### config.mk
export PLATFORM = sky130hd
export DESIGN_NAME = dmem_arbiter
export DESIGN_NICKNAME = d
export VERILOG_FILES = /design/src/rtl/dmem_arbiter.sv
export SDC_FILE = /design/constraint.sdc
export NUM_CORES = 1
export LEC_CHECK = 0
export BUFFER_PORTS_ARGS = -buffer_cell sky130_fd_sc_hd__buf_4
export CORE_MARGIN = 3
export CORE_UTILIZATION = 31
export DETAILED_ROUTE_END_ITERATION = 7
export PLACE_DENSITY_LB_ADDON = 0.2
export SYNTH_ARGS = -nofsm -noshare
export SYNTH_HDL_FRONTEND = slang
export SYNTH_SLANG_ARGS = --single-unit
### constraint.sdc
create_clock -name clk -period 3.5 [get_ports clk]
set_input_delay 0.35 -clock clk [delete_from_list [all_inputs] [get_ports clk]]
set_output_delay 0.35 -clock clk [all_outputs]
set_load 0.005 [all_outputs]
### src/rtl/dmem_arbiter.sv
`timescale 1ns/1ps
`default_nettype none
// ============================================================================
//  Module   : dmem_arbiter
//  Purpose  : Two-port round-robin arbiter in front of the single-port
//             256x8 data memory. Port 0 is the datapath and port 1 is a
//             loader/debug requester. Grants are combinational and read
//             data returns one cycle after the grant. When the macro
//             DMEM_ARB_LOCK_EN is defined, a port can hold the bus for a
//             bounded number of cycles (MAX_LOCK).
//  Revision : 1.0 - initial release
// ============================================================================
module dmem_arbiter #(
  parameter int AW       = 8,
  parameter int DW       = 8,
  parameter int MAX_LOCK = 8
) (
  input  logic          clk,
  input  logic          reset,
  input  logic          req0,
  input  logic          we0,
  input  logic [AW-1:0] addr0,
  input  logic [DW-1:0] wdata0,
  input  logic          req1,
  input  logic          we1,
  input  logic [AW-1:0] addr1,
  input  logic [DW-1:0] wdata1,
`ifdef DMEM_ARB_LOCK_EN
  input  logic          lock0,
  input  logic          lock1,
`endif
  output logic          gnt0,
  output logic          gnt1,
  output logic          rvalid0,
  output logic          rvalid1,
  output logic [DW-1:0] rdata0,
  output logic [DW-1:0] rdata1,
  output logic          mem_read,
  output logic          mem_write,
  output logic [AW-1:0] mem_addr,
  output logic [DW-1:0] mem_wdata,
  input  logic [DW-1:0] mem_rdata
);

  // Most recently granted port; 1 at reset so port 0 wins the first tie.
  logic last_q, last_d;
  logic rvalid0_q, rvalid0_d;
  logic rvalid1_q, rvalid1_d;

  // Plain round-robin decision, used whenever the bus is not locked.
  logic rr_gnt0, rr_gnt1;
  assign rr_gnt0 = req0 & (~req1 | last_q);
  assign rr_gnt1 = req1 & (~req0 | ~last_q);

`ifdef DMEM_ARB_LOCK_EN
  typedef enum logic [1:0] {
    OPEN  = 2'd0,
    LOCK0 = 2'd1,
    LOCK1 = 2'd2
  } state_t;

  localparam int            CW       = (MAX_LOCK > 2) ? $clog2(MAX_LOCK) : 1;
  localparam logic [CW-1:0] CNT_LAST = CW'(MAX_LOCK - 1);

  state_t        state_q, state_d;
  logic [CW-1:0] lock_cnt_q, lock_cnt_d;

  // Grant selection: the lock owner is the only candidate while locked.
  always_comb begin
    gnt0 = 1'b0;
    gnt1 = 1'b0;
    if (!reset) begin
      case (state_q)
        LOCK0:   gnt0 = req0;
        LOCK1:   gnt1 = req1;
        default: begin
          gnt0 = rr_gnt0;
          gnt1 = rr_gnt1;
        end
      endcase
    end
  end

  // Next round-robin pointer, lock state and lock cycle counter.
  always_comb begin
    last_d     = last_q;
    state_d    = state_q;
    lock_cnt_d = lock_cnt_q;
    if (gnt0) begin
      last_d = 1'b0;
    end else if (gnt1) begin
      last_d = 1'b1;
    end
    case (state_q)
      OPEN: begin
        if (gnt0 && lock0) begin
          state_d    = LOCK0;
          lock_cnt_d = '0;
        end else if (gnt1 && lock1) begin
          state_d    = LOCK1;
          lock_cnt_d = '0;
        end
      end
      LOCK0: begin
        lock_cnt_d = lock_cnt_q + 1'b1;
        // Timeout hands the next tie to the other port.
        if (lock_cnt_q == CNT_LAST) begin
          state_d = OPEN;
          last_d  = 1'b0;
        end else if (!lock0) begin
          state_d = OPEN;
        end
      end
      LOCK1: begin
        lock_cnt_d = lock_cnt_q + 1'b1;
        if (lock_cnt_q == CNT_LAST) begin
          state_d = OPEN;
          last_d  = 1'b1;
        end else if (!lock1) begin
          state_d = OPEN;
        end
      end
      default: state_d = OPEN;
    endcase
  end

  // Lock FSM registers.
  always_ff @(posedge clk or posedge reset) begin
    if (reset) begin
      state_q    <= OPEN;
      lock_cnt_q <= '0;
    end else begin
      state_q    <= state_d;
      lock_cnt_q <= lock_cnt_d;
    end
  end
`else
  // Without bus locking the parameter has no effect.
  logic [31:0] unused_max_lock;
  assign unused_max_lock = 32'(MAX_LOCK);

  // Grant selection: pure round-robin, suppressed while in reset.
  always_comb begin
    gnt0 = 1'b0;
    gnt1 = 1'b0;
    if (!reset) begin
      gnt0 = rr_gnt0;
      gnt1 = rr_gnt1;
    end
  end

  // Next round-robin pointer follows every grant.
  always_comb begin
    last_d = last_q;
    if (gnt0) begin
      last_d = 1'b0;
    end else if (gnt1) begin
      last_d = 1'b1;
    end
  end
`endif

  // Read-return valid for each port, one cycle after a read grant.
  always_comb begin
    rvalid0_d = gnt0 & ~we0;
    rvalid1_d = gnt1 & ~we1;
  end

  // Arbitration pointer and read-valid registers; reset drops in-flight reads.
  always_ff @(posedge clk or posedge reset) begin
    if (reset) begin
      last_q    <= 1'b1;
      rvalid0_q <= 1'b0;
      rvalid1_q <= 1'b0;
    end else begin
      last_q    <= last_d;
      rvalid0_q <= rvalid0_d;
      rvalid1_q <= rvalid1_d;
    end
  end

  // Memory port driven from the granted requester, idle values otherwise.
  always_comb begin
    mem_read  = 1'b0;
    mem_write = 1'b0;
    mem_addr  = '0;
    mem_wdata = '0;
    if (gnt0) begin
      mem_read  = ~we0;
      mem_write = we0;
      mem_addr  = addr0;
      mem_wdata = wdata0;
    end else if (gnt1) begin
      mem_read  = ~we1;
      mem_write = we1;
      mem_addr  = addr1;
      mem_wdata = wdata1;
    end
  end

  assign rvalid0 = rvalid0_q;
  assign rvalid1 = rvalid1_q;
  assign rdata0  = rvalid0_q ? mem_rdata : '0;
  assign rdata1  = rvalid1_q ? mem_rdata : '0;

endmodule
`default_nettype wire

==> out/metrics.csv <==
stage,metric,value,unit
status,status,finished clean,
logic_synthesis,yosys warns,0,
sta,max_slew headroom,57.5,%
detailed_routing,"antenna viol nets, final",0,
cells_and_area,fin nets,200,
placement,port bufs,83,
placement,placed cell count,165,
floorplanning,# IOs,84,
sta,Hold Slack,0.113,ns
logic_synthesis,Mean Syn Cell Area,7.51,µm²
detailed_routing,final wirelength,2250,µm
cells_and_area,# fillers,129,
floorplanning,die area,2310,µm²
global_route,global-route wire length before repair,3010,µm
sta,Final Skew,0.00190,ns
logic_synthesis,post-synth top area cell,a32oi_1,
clocking,# hold bufs at CTS,0,
sta,Setup Viol. Count Final,0,
sta,Worst Slack Setup Final,1.35,ns
logic_synthesis,syn_nets,119,
power,pwr dens,207,nW/µm²
logic_synthesis,post-synthesis cell area,548,µm²
clocking,Post-CTS Resized,0,
critical_path,crit-path cells,"nand2b_1, a32oi_1, nor2_1, buf_4",
sta,RSZ-0062 raised after global routing,no,
power,VDD IR max,0.175,mV
logic_synthesis,Post-Syn Instances,73,
placement,post-DP HPWL,1850,µm
detailed_routing,detailed router's first-iteration violation count,9,
floorplanning,# rows,14,
logic_synthesis,Synth area leaders,"a32oi_1 (27%), and2_1 (19%), nor2_1 (12%)",
critical_path,CP max-delay cell,dfstp_2,
sta,Setup TNS Final,0,ns
placement,pre-CTS WS,1.60,ns
clocking,TritonCTS Sinks,3,
placement,Placer Congestion,0.670,
floorplanning,Core ar.,1580,µm²
sta,period utilization,61.6,%
logic_synthesis,Seq cells post-synth,3,
logic_synthesis,Unique masters post-synth,18,
global_route,vias in the first global route,738,
floorplanning,Initial Utilization,34.8,%
cells_and_area,Finished Layout Cells,169,
sta,Final min period,2.15,ns
global_route,largest net degree at the start of global routing,21,
sta,final hold vios,0,
clocking,Worst-path clk slew,0.04,ns
global_route,initial antenna violation count,0,
critical_path,Critical Path AT,1.80,ns
job,max-cap viol count,0,
cells_and_area,Layout Utilization,73.5,%
cells_and_area,"Design Area, Final",1160,µm²
cells_and_area,share of layout cells above drive strength 1,58.8,%
critical_path,CP peak stage delay,0.57,ns
clocking,CTS tree,done,
critical_path,CP max FO,18,
sta,Highest Clock Rate,464,MHz
critical_path,endpoint class of the critical path,output port,
detailed_routing,Vias/cell,5.10,
critical_path,R2R setup slack,1.95,ns
clocking,Num CTS Buffers,3,
critical_path,WS Path Type,reg -> out,
power,Pleak,0.630,nW
detailed_routing,DR DRC count,0,
power,total power,0.239,mW
detailed_routing,DRT Pass-1 Iters,4,
clocking,clk_lat worst skew,0.23,ns
global_route,GRT Overall Usage,18.2,%
detailed_routing,via count,862,
placement,placed cell area,1130,µm²
clocking,CTS H-tree depth,1,
sta,Final Max Tran Viols,0,
detailed_routing,wire per inst,13.3,µm
worst_hold_path,hold crit path type,in -> async,
floorplanning,die height,48.0,µm
cells_and_area,Inserted Diodes,0,
logic_synthesis,sequential-to-total area share from yosys stat,13.9,%
clocking,root buf cell,clkbuf_4,
floorplanning,Die W,48.0,µm
sta,slew at the pin with the worst max-slew slack,0.637,ns
cells_and_area,P&R area growth vs syn,111,%
global_route,GR Overflow Total,0,
clocking,worst-case clock buffer depth,2,
critical_path,worst endpoint required time,3.15,ns
critical_path,element type at the critical path start,flip-flop,
logic_synthesis,post-synth top area share,27.2,%
clocking,Setup Buffers After CTS,0,
## cells by family (layout without fill, tap and decap cells)
group	after synthesis	count (layout)	share of synthesized area (%)
simple gates	40	40	40.2
compound gates	21	21	33.8
flops	3	3	13.9
buf+inv	9	89	12.1
## state kept, by name (all words and copies together) (netlist names)
name,flops
last_q,1
rvalid0,1
rvalid1,1
## Yosys cell counts (all sizes together)
master / count
a21oi: 1
inv: 2
buf: 6
and2b: 1
nand2b: 1
nor3b: 1
nand2: 2
a32oi: 17
dfstp: 1
or2b: 1
clkbuf: 1
dfrtp: 2
a21o: 1
and2: 17
a21boi: 1
nor2: 17
o21ai: 1
## cells in the final DEF (no fill, tap or decap), drive strengths merged
| cell | synthesis | routed |
|---|---|---|
| clkbuf | 1 | 4 |
| buf | 6 | 83 |
| a21o | 1 | 1 |
| or2b | 1 | 1 |
| a21boi | 1 | 1 |
| nor2 | 17 | 17 |
| inv | 2 | 2 |
| dfstp | 1 | 1 |
| nand2b | 1 | 1 |
| dfrtp | 2 | 2 |
| and2 | 17 | 17 |
| nand2 | 2 | 2 |
| o21ai | 1 | 1 |
| and2b | 1 | 1 |
| nor3b | 1 | 1 |
| a32oi | 17 | 17 |
| a21oi | 1 | 1 |
## worst paths after layout
kind | startpoint | to | cells past startpoint
max | last_q$_DFFE_PP1P_ | mem_wdata[2] | 4
min | reset | rvalid1$_DFF_PP0_ | 2
max reg2reg | last_q$_DFFE_PP1P_ | rvalid0$_DFF_PP0_ | 3
min reg2reg | last_q$_DFFE_PP1P_ | last_q$_DFFE_PP1P_ | 2
max in group asynchronous | reset | last_q$_DFFE_PP1P_ | 2
min in group clk | we1 | rvalid1$_DFF_PP0_ | 2
## critical path: cells and delay by family, from the launching register on
kind / cells / cell delay [ns]
buf+inv: 1 / 0.13
simple gates: 2 / 0.67
flops: 1 / 0.57
compound gates: 1 / 0.20
## power breakdown
group | switching, mW | internal (mW)
registers | 0.00531 | 0.0400
clock network | 0.0179 | 0.0427
logic | 0.0537 | 0.0797
## final cells by class
| class | instances | area, µm² | area share, % |
|---|---|---|---|
| timing repair buffer | 83 | 623 | 53.8 |
| sequential | 3 | 76.3 | 6.59 |
| tap | 16 | 20.0 | 1.73 |
| inverter | 2 | 7.51 | 0.648 |
| multi-input combinational | 61 | 405 | 35.0 |
| clock buffer | 4 | 26.3 | 2.27 |
## per-layer routing
metal | up-vias | global-route usage, % | part of all wire (%)
met5 | - | 0 | 0
met4 | 0 | 6.45 | 0.98
met3 | 4 | 5.64 | 13
met2 | 52 | 32.5 | 51
met1 | 380 | 20.1 | 35
li1 | 426 | - | -
No activity file was read; power rests on OpenSTA's default activity.
